===== config.mk =====
export PLATFORM = sky130hd
export DESIGN_NAME = index_intersect_ctrl
export DESIGN_NICKNAME = d
export VERILOG_FILES = /design/src/rtl/spmm_pkg.sv /design/src/rtl/comparator.sv /design/src/rtl/index_intersect_ctrl.sv
export SDC_FILE = /design/constraint.sdc
export NUM_CORES = 1
export LEC_CHECK = 0
export ABC_AREA = 1
export BUFFER_PORTS_ARGS = -buffer_cell sky130_fd_sc_hd__buf_2
export CORE_MARGIN = 2
export CORE_UTILIZATION = 55
export CTS_BUF_LIST = sky130_fd_sc_hd__clkbuf_8 sky130_fd_sc_hd__clkbuf_16
export CTS_CLUSTER_DIAMETER = 200
export DETAILED_ROUTE_END_ITERATION = 6
export GPL_TIMING_DRIVEN = 0
export PLACE_DENSITY = 0.8
export SLEW_MARGIN = 5
export SYNTH_ARGS = -nofsm -noshare
export SYNTH_HDL_FRONTEND = slang
export SYNTH_SLANG_ARGS = --single-unit

===== constraint.sdc =====
create_clock -name clk -period 1.7 [get_ports clk]
set_input_delay 0.085 -clock clk [delete_from_list [all_inputs] [get_ports clk]]
set_output_delay 0.085 -clock clk [all_outputs]
set_load 0.1 [all_outputs]

===== src/rtl/spmm_pkg.sv =====
// spmm_pkg: shared comparator codes, intersect FSM states and default widths for the SpMM datapath
package spmm_pkg;
  localparam int DATA_WIDTH_DEF = 4;
  localparam int POS_WIDTH_DEF = 8;
  localparam logic [1:0] COMP_LT = 2'b00;
  localparam logic [1:0] COMP_EQ = 2'b01;
  localparam logic [1:0] COMP_GT = 2'b10;
  typedef enum logic [2:0] {IDLE, RUN, DRAIN_A, DRAIN_B, FLUSH} isect_state_t;
endpackage


===== src/rtl/comparator.sv =====
// comparator: orders d0 against d1_ref as LT/EQ/GT code
module comparator
  import spmm_pkg::*;
#(
  parameter int data_width_param = DATA_WIDTH_DEF
) (
  input  logic [data_width_param-1:0] d0,
  input  logic [data_width_param-1:0] d1_ref,
  output logic [1:0]                  comparator_out
);
  assign comparator_out = (d0 < d1_ref) ? COMP_LT : (d0 == d1_ref) ? COMP_EQ : COMP_GT;
endmodule


===== src/rtl/index_intersect_ctrl.sv =====
// index_intersect_ctrl: merges two sorted index streams and emits matching indices with their positions
module index_intersect_ctrl
  import spmm_pkg::*;
#(
  parameter int data_width_param = DATA_WIDTH_DEF,
  parameter int pos_width_param  = POS_WIDTH_DEF
) (
  input  logic                        clk,
  input  logic                        rst_n,
  input  logic                        start,
  input  logic                        a_valid,
  output logic                        a_ready,
  input  logic [data_width_param-1:0] a_idx,
  input  logic                        a_last,
  input  logic                        b_valid,
  output logic                        b_ready,
  input  logic [data_width_param-1:0] b_idx,
  input  logic                        b_last,
  output logic                        match_valid,
  input  logic                        match_ready,
  output logic [data_width_param-1:0] match_idx,
  output logic [pos_width_param-1:0]  match_pos_a,
  output logic [pos_width_param-1:0]  match_pos_b,
  output logic [pos_width_param-1:0]  match_count,
  output logic                        busy,
  output logic                        done
);
  localparam logic [pos_width_param-1:0] one = 1;
  isect_state_t state_q, state_d;
  logic [pos_width_param-1:0] pos_a_q, pos_a_d, pos_b_q, pos_b_d, cnt_q, cnt_d, mpa_q, mpa_d, mpb_q, mpb_d;
  logic [data_width_param-1:0] midx_q, midx_d;
  logic mv_q, mv_d;
  logic [1:0] cmp;
  comparator #(.data_width_param(data_width_param)) u_cmp (
    .d0(a_idx),
    .d1_ref(b_idx),
    .comparator_out(cmp)
  );
  always_comb begin
    state_d = state_q;
    pos_a_d = pos_a_q;
    pos_b_d = pos_b_q;
    cnt_d   = cnt_q;
    mv_d    = mv_q && !match_ready;
    midx_d  = midx_q;
    mpa_d   = mpa_q;
    mpb_d   = mpb_q;
    a_ready = 1'b0;
    b_ready = 1'b0;
    case (state_q)
      IDLE: if (start) begin
        pos_a_d = '0;
        pos_b_d = '0;
        cnt_d   = '0;
        state_d = RUN;
      end
      RUN: if (a_valid && b_valid) begin
        if (cmp == COMP_LT) begin
          a_ready = 1'b1;
          pos_a_d = pos_a_q + one;
          state_d = a_last ? DRAIN_B : RUN;
        end else if (cmp == COMP_GT) begin
          b_ready = 1'b1;
          pos_b_d = pos_b_q + one;
          state_d = b_last ? DRAIN_A : RUN;
        end else if (!mv_q || match_ready) begin
          // a new load wins over the downstream pop of the previous match
          a_ready = 1'b1;
          b_ready = 1'b1;
          mv_d    = 1'b1;
          midx_d  = a_idx;
          mpa_d   = pos_a_q;
          mpb_d   = pos_b_q;
          pos_a_d = pos_a_q + one;
          pos_b_d = pos_b_q + one;
          cnt_d   = (cnt_q == '1) ? cnt_q : cnt_q + one;
          state_d = (a_last && b_last) ? FLUSH : a_last ? DRAIN_B : b_last ? DRAIN_A : RUN;
        end
      end
      DRAIN_A: begin
        a_ready = a_valid;
        if (a_valid) begin
          pos_a_d = pos_a_q + one;
          state_d = a_last ? FLUSH : DRAIN_A;
        end
      end
      DRAIN_B: begin
        b_ready = b_valid;
        if (b_valid) begin
          pos_b_d = pos_b_q + one;
          state_d = b_last ? FLUSH : DRAIN_B;
        end
      end
      FLUSH: state_d = mv_q ? FLUSH : IDLE;
      default: state_d = IDLE;
    endcase
  end
  always_ff @(posedge clk) begin
    if (!rst_n) begin
      state_q <= IDLE;
      pos_a_q <= '0;
      pos_b_q <= '0;
      cnt_q   <= '0;
      mv_q    <= 1'b0;
      midx_q  <= '0;
      mpa_q   <= '0;
      mpb_q   <= '0;
    end else begin
      state_q <= state_d;
      pos_a_q <= pos_a_d;
      pos_b_q <= pos_b_d;
      cnt_q   <= cnt_d;
      mv_q    <= mv_d;
      midx_q  <= midx_d;
      mpa_q   <= mpa_d;
      mpb_q   <= mpb_d;
    end
  end
  assign match_valid = mv_q;
  assign match_idx   = midx_q;
  assign match_pos_a = mpa_q;
  assign match_pos_b = mpb_q;
  assign match_count = cnt_q;
  assign busy        = state_q != IDLE;
  assign done        = (state_q == FLUSH) && !mv_q;
endmodule


* Word-level counts from Yosys, hierarchy flattened
Cells that the tools add are included.
** Storage, ports and cells
- Input bits :: 16
- Logic and storage cells :: 101
- Output and inout bits :: 33
- Register bits :: 48
** Operators by class
- Reduce and logical (&&, ||, !) cells :: 18
- Add/subtract/negate cells :: 3
- Equality and inequality tests :: 19
- Bitwise operators :: 2
- Multiplexer cells :: 50
- Order comparisons :: 1
** Operators with widths (number)
- 2-to-1 mux 8 bit :: 16
- one-hot mux 8 bit (3 select lines) :: 2
- 2-to-1 mux 3 bit :: 11
- adder 8 x 1 -> 8 bit (second input constant) :: 3
- != test 2 bit (second input constant) :: 8
- one-hot mux 8 bit (2 select lines) :: 1
- one-hot mux 3 bit (5 select lines) :: 1
- 2-to-1 mux 1 bit :: 12
- AND reduction 6 bit :: 2
- 2-to-1 mux 2 bit :: 5
- AND reduction 5 bit :: 2
- != test 3 bit (second input constant) :: 3
- nonzero test 3 bit :: 3
- equality test 8 bit (second input constant) :: 1
- AND reduction 7 bit :: 1
- equality test 3 x 2 -> 1 bit (second input constant) :: 2
- equality test 4 bit :: 1
- logical AND 1 bit :: 4
- less-than comparator 4 bit :: 1
- != test 4 bit (second input constant) :: 1
- one-hot mux 1 bit (2 select lines) :: 2
- equality test 3 x 1 -> 1 bit (second input constant) :: 1
- equality test 3 bit (second input constant) :: 1
- zero test 3 bit :: 1
- other kinds (6) :: 8

* Longest topological paths before layout
- Depth after elaboration :: 8
- Gate-level depth with buffers :: 15

* By module
A second synthesis with hierarchy kept.
** Unflattened totals
- Cell total of the unflattened synthesis :: 431
- Area total of the unflattened synthesis :: 2803.9 µm²
** Modules (own cells, without submodules)
- index_intersect_ctrl :: cells each 410, area an instance 2683.8 µm², times used 1
- comparator :: cells each 21, area an instance 120.1 µm², times used 1

* Worst setup path before layout
Ideal clock, no wire load.
- Kind :: flip-flop to output port
- From :: register mv_q (netlist: match_valid)
- To :: output port a_ready
- Data arrival time :: 3.344 ns
- Slack :: -1.729 ns
- Stages on the path, launching flop included :: 6
- Data required time :: 1.615 ns
- Cell sequence :: dfxtp_1 > inv_1 > nor2_1 > inv_1 > o21ai_0 > o31ai_1
** Between the ends
- Longest elaborated chain between the ends :: 7
** Ends and longest elaborated chain
- from (decl) :: RTL line index_intersect_ctrl.sv:32 : logic mv_q, mv_d;
- from (signal assigned) :: RTL line index_intersect_ctrl.sv:113 : mv_q <= mv_d;
- zero test 1 bit :: RTL line index_intersect_ctrl.sv:66 : end else if (!mv_q || match_ready) begin
- logical OR 1 bit :: RTL line index_intersect_ctrl.sv:66
- 2-to-1 mux 1 bit :: RTL line index_intersect_ctrl.sv:66
- 2-to-1 mux 1 bit :: RTL line index_intersect_ctrl.sv:62 : end else if (cmp == COMP_GT) begin
- 2-to-1 mux 1 bit :: RTL line index_intersect_ctrl.sv:58 : if (cmp == COMP_LT) begin
- 2-to-1 mux 1 bit :: RTL line index_intersect_ctrl.sv:57 : RUN: if (a_valid && b_valid) begin
- one-hot mux 1 bit (2 select lines) :: RTL line index_intersect_ctrl.sv:50 : case (state_q)
- to (decl) :: RTL line index_intersect_ctrl.sv:12 : output logic a_ready,
Every way passes these cells.

* Worst setup path in the final report
- From :: register state_q[2]
- To :: output port b_ready
** Between the ends
- Longest elaborated chain between the ends :: 2
** Ends and longest elaborated chain
- from (decl) :: RTL line index_intersect_ctrl.sv:29 : isect_state_t state_q, state_d;
- from (signal assigned) :: RTL line index_intersect_ctrl.sv:109 : state_q <= state_d;
- equality test 3 x 2 -> 1 bit / equality test 3 x 1 -> 1 bit (equally long branches) :: RTL line index_intersect_ctrl.sv:50
- one-hot mux 1 bit (2 select lines) (*) :: RTL line index_intersect_ctrl.sv:50
- to (decl) :: RTL line index_intersect_ctrl.sv:16 : output logic b_ready,
Every way passes the cells marked *; elsewhere a longest branch is shown, timed or not.

==> flow_summary_export.csv <==
group,metric,value,unit
timing,timing.hold.ws,0.0522,ns
timing,setup-violations-final,1,
place,place_congestion,0.898,
finish,fin_util,71.8,%
finish,final_area,3370,sq um
global_routing,antenna_found_initial,0,
place,port_buffers,48,
routing,drc,0,
synth,synth_top_area_share,36.1,%
timing,tightest_slew,0.532,ns
clock_tree,cts_hold_buf,0,
clock_tree,cts_buffers,5,
floorplan,start_util,56.7,%
routing,drt-total-wl,6610,um
routing,first_pass_iters,4,
timing,skew,0.00986,ns
power,power.net_switching,1.69,mW
power,power_frac_comb,49.0,%
synth,async_flop_share,0,%
synth,yosys_warnings,0,
synth,synthFlopType,"dfxtp_1",
critical_path,critPathRequiredTime,1.62,ns
clock_tree,clock_sinks,48,
synth,synth_commonest_cells,"nand2_1 (98), dfxtp_1 (48), nand3_1 (48), a21oi_1 (47)",
power,powerDensity,1150,nW/um^2
worst_hold_path,min_path_type,"primary input to register",
critical_path,cp-startpoint,"state_q[2]",
finish,drive_above_1_share,27.2,%
power,p_leak,1.43,nW
floorplan,die-area,5410,sq um
timing,slew_headroom,64.5,%
clock_tree,cts_max_level,2,
synth,seq_area_frac_synth,36.1,%
power,intPower,2.19,mW
timing,slew_violations,0,
synth,synth_nets,409,
floorplan,rows,25,
finish,fin_cells,510,
finish,multi_input_area,1580,sq um
power,p_clk_share,18.1,%
synth,synthCells,384,
synth,synthTopCellsByArea,"dfxtp_1 (36%), nand2_1 (14%), nand3_1 (9.0%)",
floorplan,fp.dieW,73.5,um
finish,num_antenna_cells,0,
critical_path,critPathCapture,"b_ready",
power,power_frac_seq,32.9,%
timing,rsz0062_at_grt,"true",
synth,synth_edf_count,0,
routing,ant_nets,0,
synth,synth_most_common_cell,"nand2_1",
clock_tree,clk_latency,0.30,ns
place,dpl_worst_slack,-0.416,ns
routing,drtIter0Drc,204,
synth,synth_top_area_cell,"dfxtp_1",
critical_path,worst-r2r-setup-slack,0.05,ns
finish,ff_latch_area,987,sq um
finish,num-fill-cells,387,
power,peakVddDrop,1.13,mV
critical_path,critPathKind,"register to output port",
global_routing,grt_usage,24.3,%
power,swShare,43.5,%
clock_tree,cts_tree,"built",
place,hpwlAfterDp,4620,um
critical_path,cp-end-kind,"output port",
timing,max_freq,584,MHz
outcome,violations,"negative setup slack",
synth,syn_area,2660,sq um
clock_tree,clk_pin_slew,0.09,ns
clock_tree,cts_buffer_depth,2,
finish,nets,480,
clock_tree,root_buffer,"clkbuf_8",
timing,period_needed,1.71,ns
critical_path,cp_data_arrival_time,1.63,ns
place,place_inst,486,
routing,via_per_inst,5.42,
routing,vias,2763,
floorplan,core-area,4690,sq um
global_routing,grt_start_max_net_pins,16,
timing,setup_slack,-0.0137,ns
timing,fin_crit_sh,101,%
critical_path,critPathMaxFanout,7,
routing,post_drt_wl_per_cell,13.0,um
critical_path,reg2reg_from,"state_q[0]",
synth,synth-seq-cells,48,
floorplan,ios,49,
global_routing,grt_pass1_wl,10400,um
place,dpl-instance-area,3060,sq um
synth,synth_area_per_cell,6.92,sq um
finish,areaGrowthSynthToFinish,26.7,%
critical_path,ff2ff_path_depth,9,
global_routing,grt-ovfl-total,0,
timing,hold_violations,0,
global_routing,grt_pass1_vias,2445,
critical_path,start_kind,"register",
floorplan,die_y,73.5,um
synth,ys_types,36,
flow_run,drv_cap,0,
outcome,status,"finished, violations left",
critical_path,reg2reg_to,"pos_a_q[1]",
## repair_timing
item	4_1_cts	5_1_grt
gates resized for setup	17	15
setup buffers	3	13
pin swaps	0	8
setup endpoints to repair	29	39
## final cells by class
type	count	share of cell area (%)
timing repair buffer	64	11.9
multi-input combinational	285	46.9
inverter	38	4.42
clock inverter	2	0.371
sequential	48	29.3
clock buffer	6	2.45
tap	54	2.01
buffer	13	2.67
## layout by cell type, fill, tap and decap left out, types with 2 or more instances in the layout
cell type and instances:
nand2_1 93, buf_2 48, nand3_1 46, a21oi_1 45, dfxtp_1 37, inv_1 32
nor2_1 31, buf_4 16, xor2_1 10, ha_1 9, clkbuf_1 6, clkbuf_8 6
dfxtp_2 6, dfxtp_4 5, nand2_4 4, inv_2 4, buf_12 4, nor2_2 4
nand2_2 4, xnor2_1 4, nand3_2 3, o21ai_1 3, o21ai_0 3, nand4_1 3
nor3_1 3, buf_6 2, a21oi_2 2, o21ai_2 2, nor3_4 2, nor2_4 2
nand3b_1 2
## critical path, cell delays in order (launching register included)
cell	delay, ns
dfxtp_4	0.37
inv_4	0.05
nand2_4	0.07
nor2_8	0.14
buf_12	0.13
nand3_4	0.09
inv_2	0.07
a21oi_2	0.05
o21ai_4	0.17
buf_12	0.19
## through the flow
| step | TNS [ns] | total power, mW |
|---|---|---|
| after floorplan | -1.11 | 2.56 |
| after global placement | -9.67 | 2.86 |
| after detailed placement | -12.15 | 2.87 |
| after CTS | -0.0441 | 3.63 |
| after global routing | -0.888 | 4.12 |
| final | -0.0137 | 3.88 |
## metal layers
metal  up-vias  GRT usage, %  part of all wire, %
met1      1261          29.4                   42
met3        15          5.08                  5.9
met4         0          6.06                  2.1
li1       1392             -                    -
met2        95          43.7                   50
met5         -             0                    0
## sequential cells by signal, summed over array words and instances, names as in the netlist
register     count
match_pos_b      8
match_pos_a      8
pos_b_q          8
state_q          3
match_count      8
pos_a_q          8
match_idx        4
match_valid      1
## worst min path at each step
stage | start | to | slack, ns | cells past startpoint
global route | rst_n | match_valid | 0.05 | 2
CTS | rst_n | match_valid | 0.04 | 2
global placement | rst_n | match_valid | 0.36 | 2
floorplan | rst_n | match_valid | 0.20 | 1
finish | rst_n | match_valid | 0.05 | 2
detailed placement | rst_n | match_valid | 0.36 | 2
## logic make-up (layout without fill, tap and decap cells)
logic type	Yosys count	after routing	synth area share (%)
buf+inv	51	123	8.47
simple gates	202	202	34.8
xor+xnor	14	14	4.61
fa+ha+maj	9	9	4.24
flops	48	48	36.1
compound gates	60	60	11.8
## power by group through the flow
stage                     sequential, mW  combinational, mW  clock (mW)
after global routing                1.29               2.06       0.768
after CTS                           1.28               1.63       0.724
final                               1.28               1.90       0.705
after global placement              1.30               1.56           0
after floorplan                     1.39               1.17           0
after detailed placement            1.30               1.57           0
Note: power is estimated with default switching activity, not from simulation.
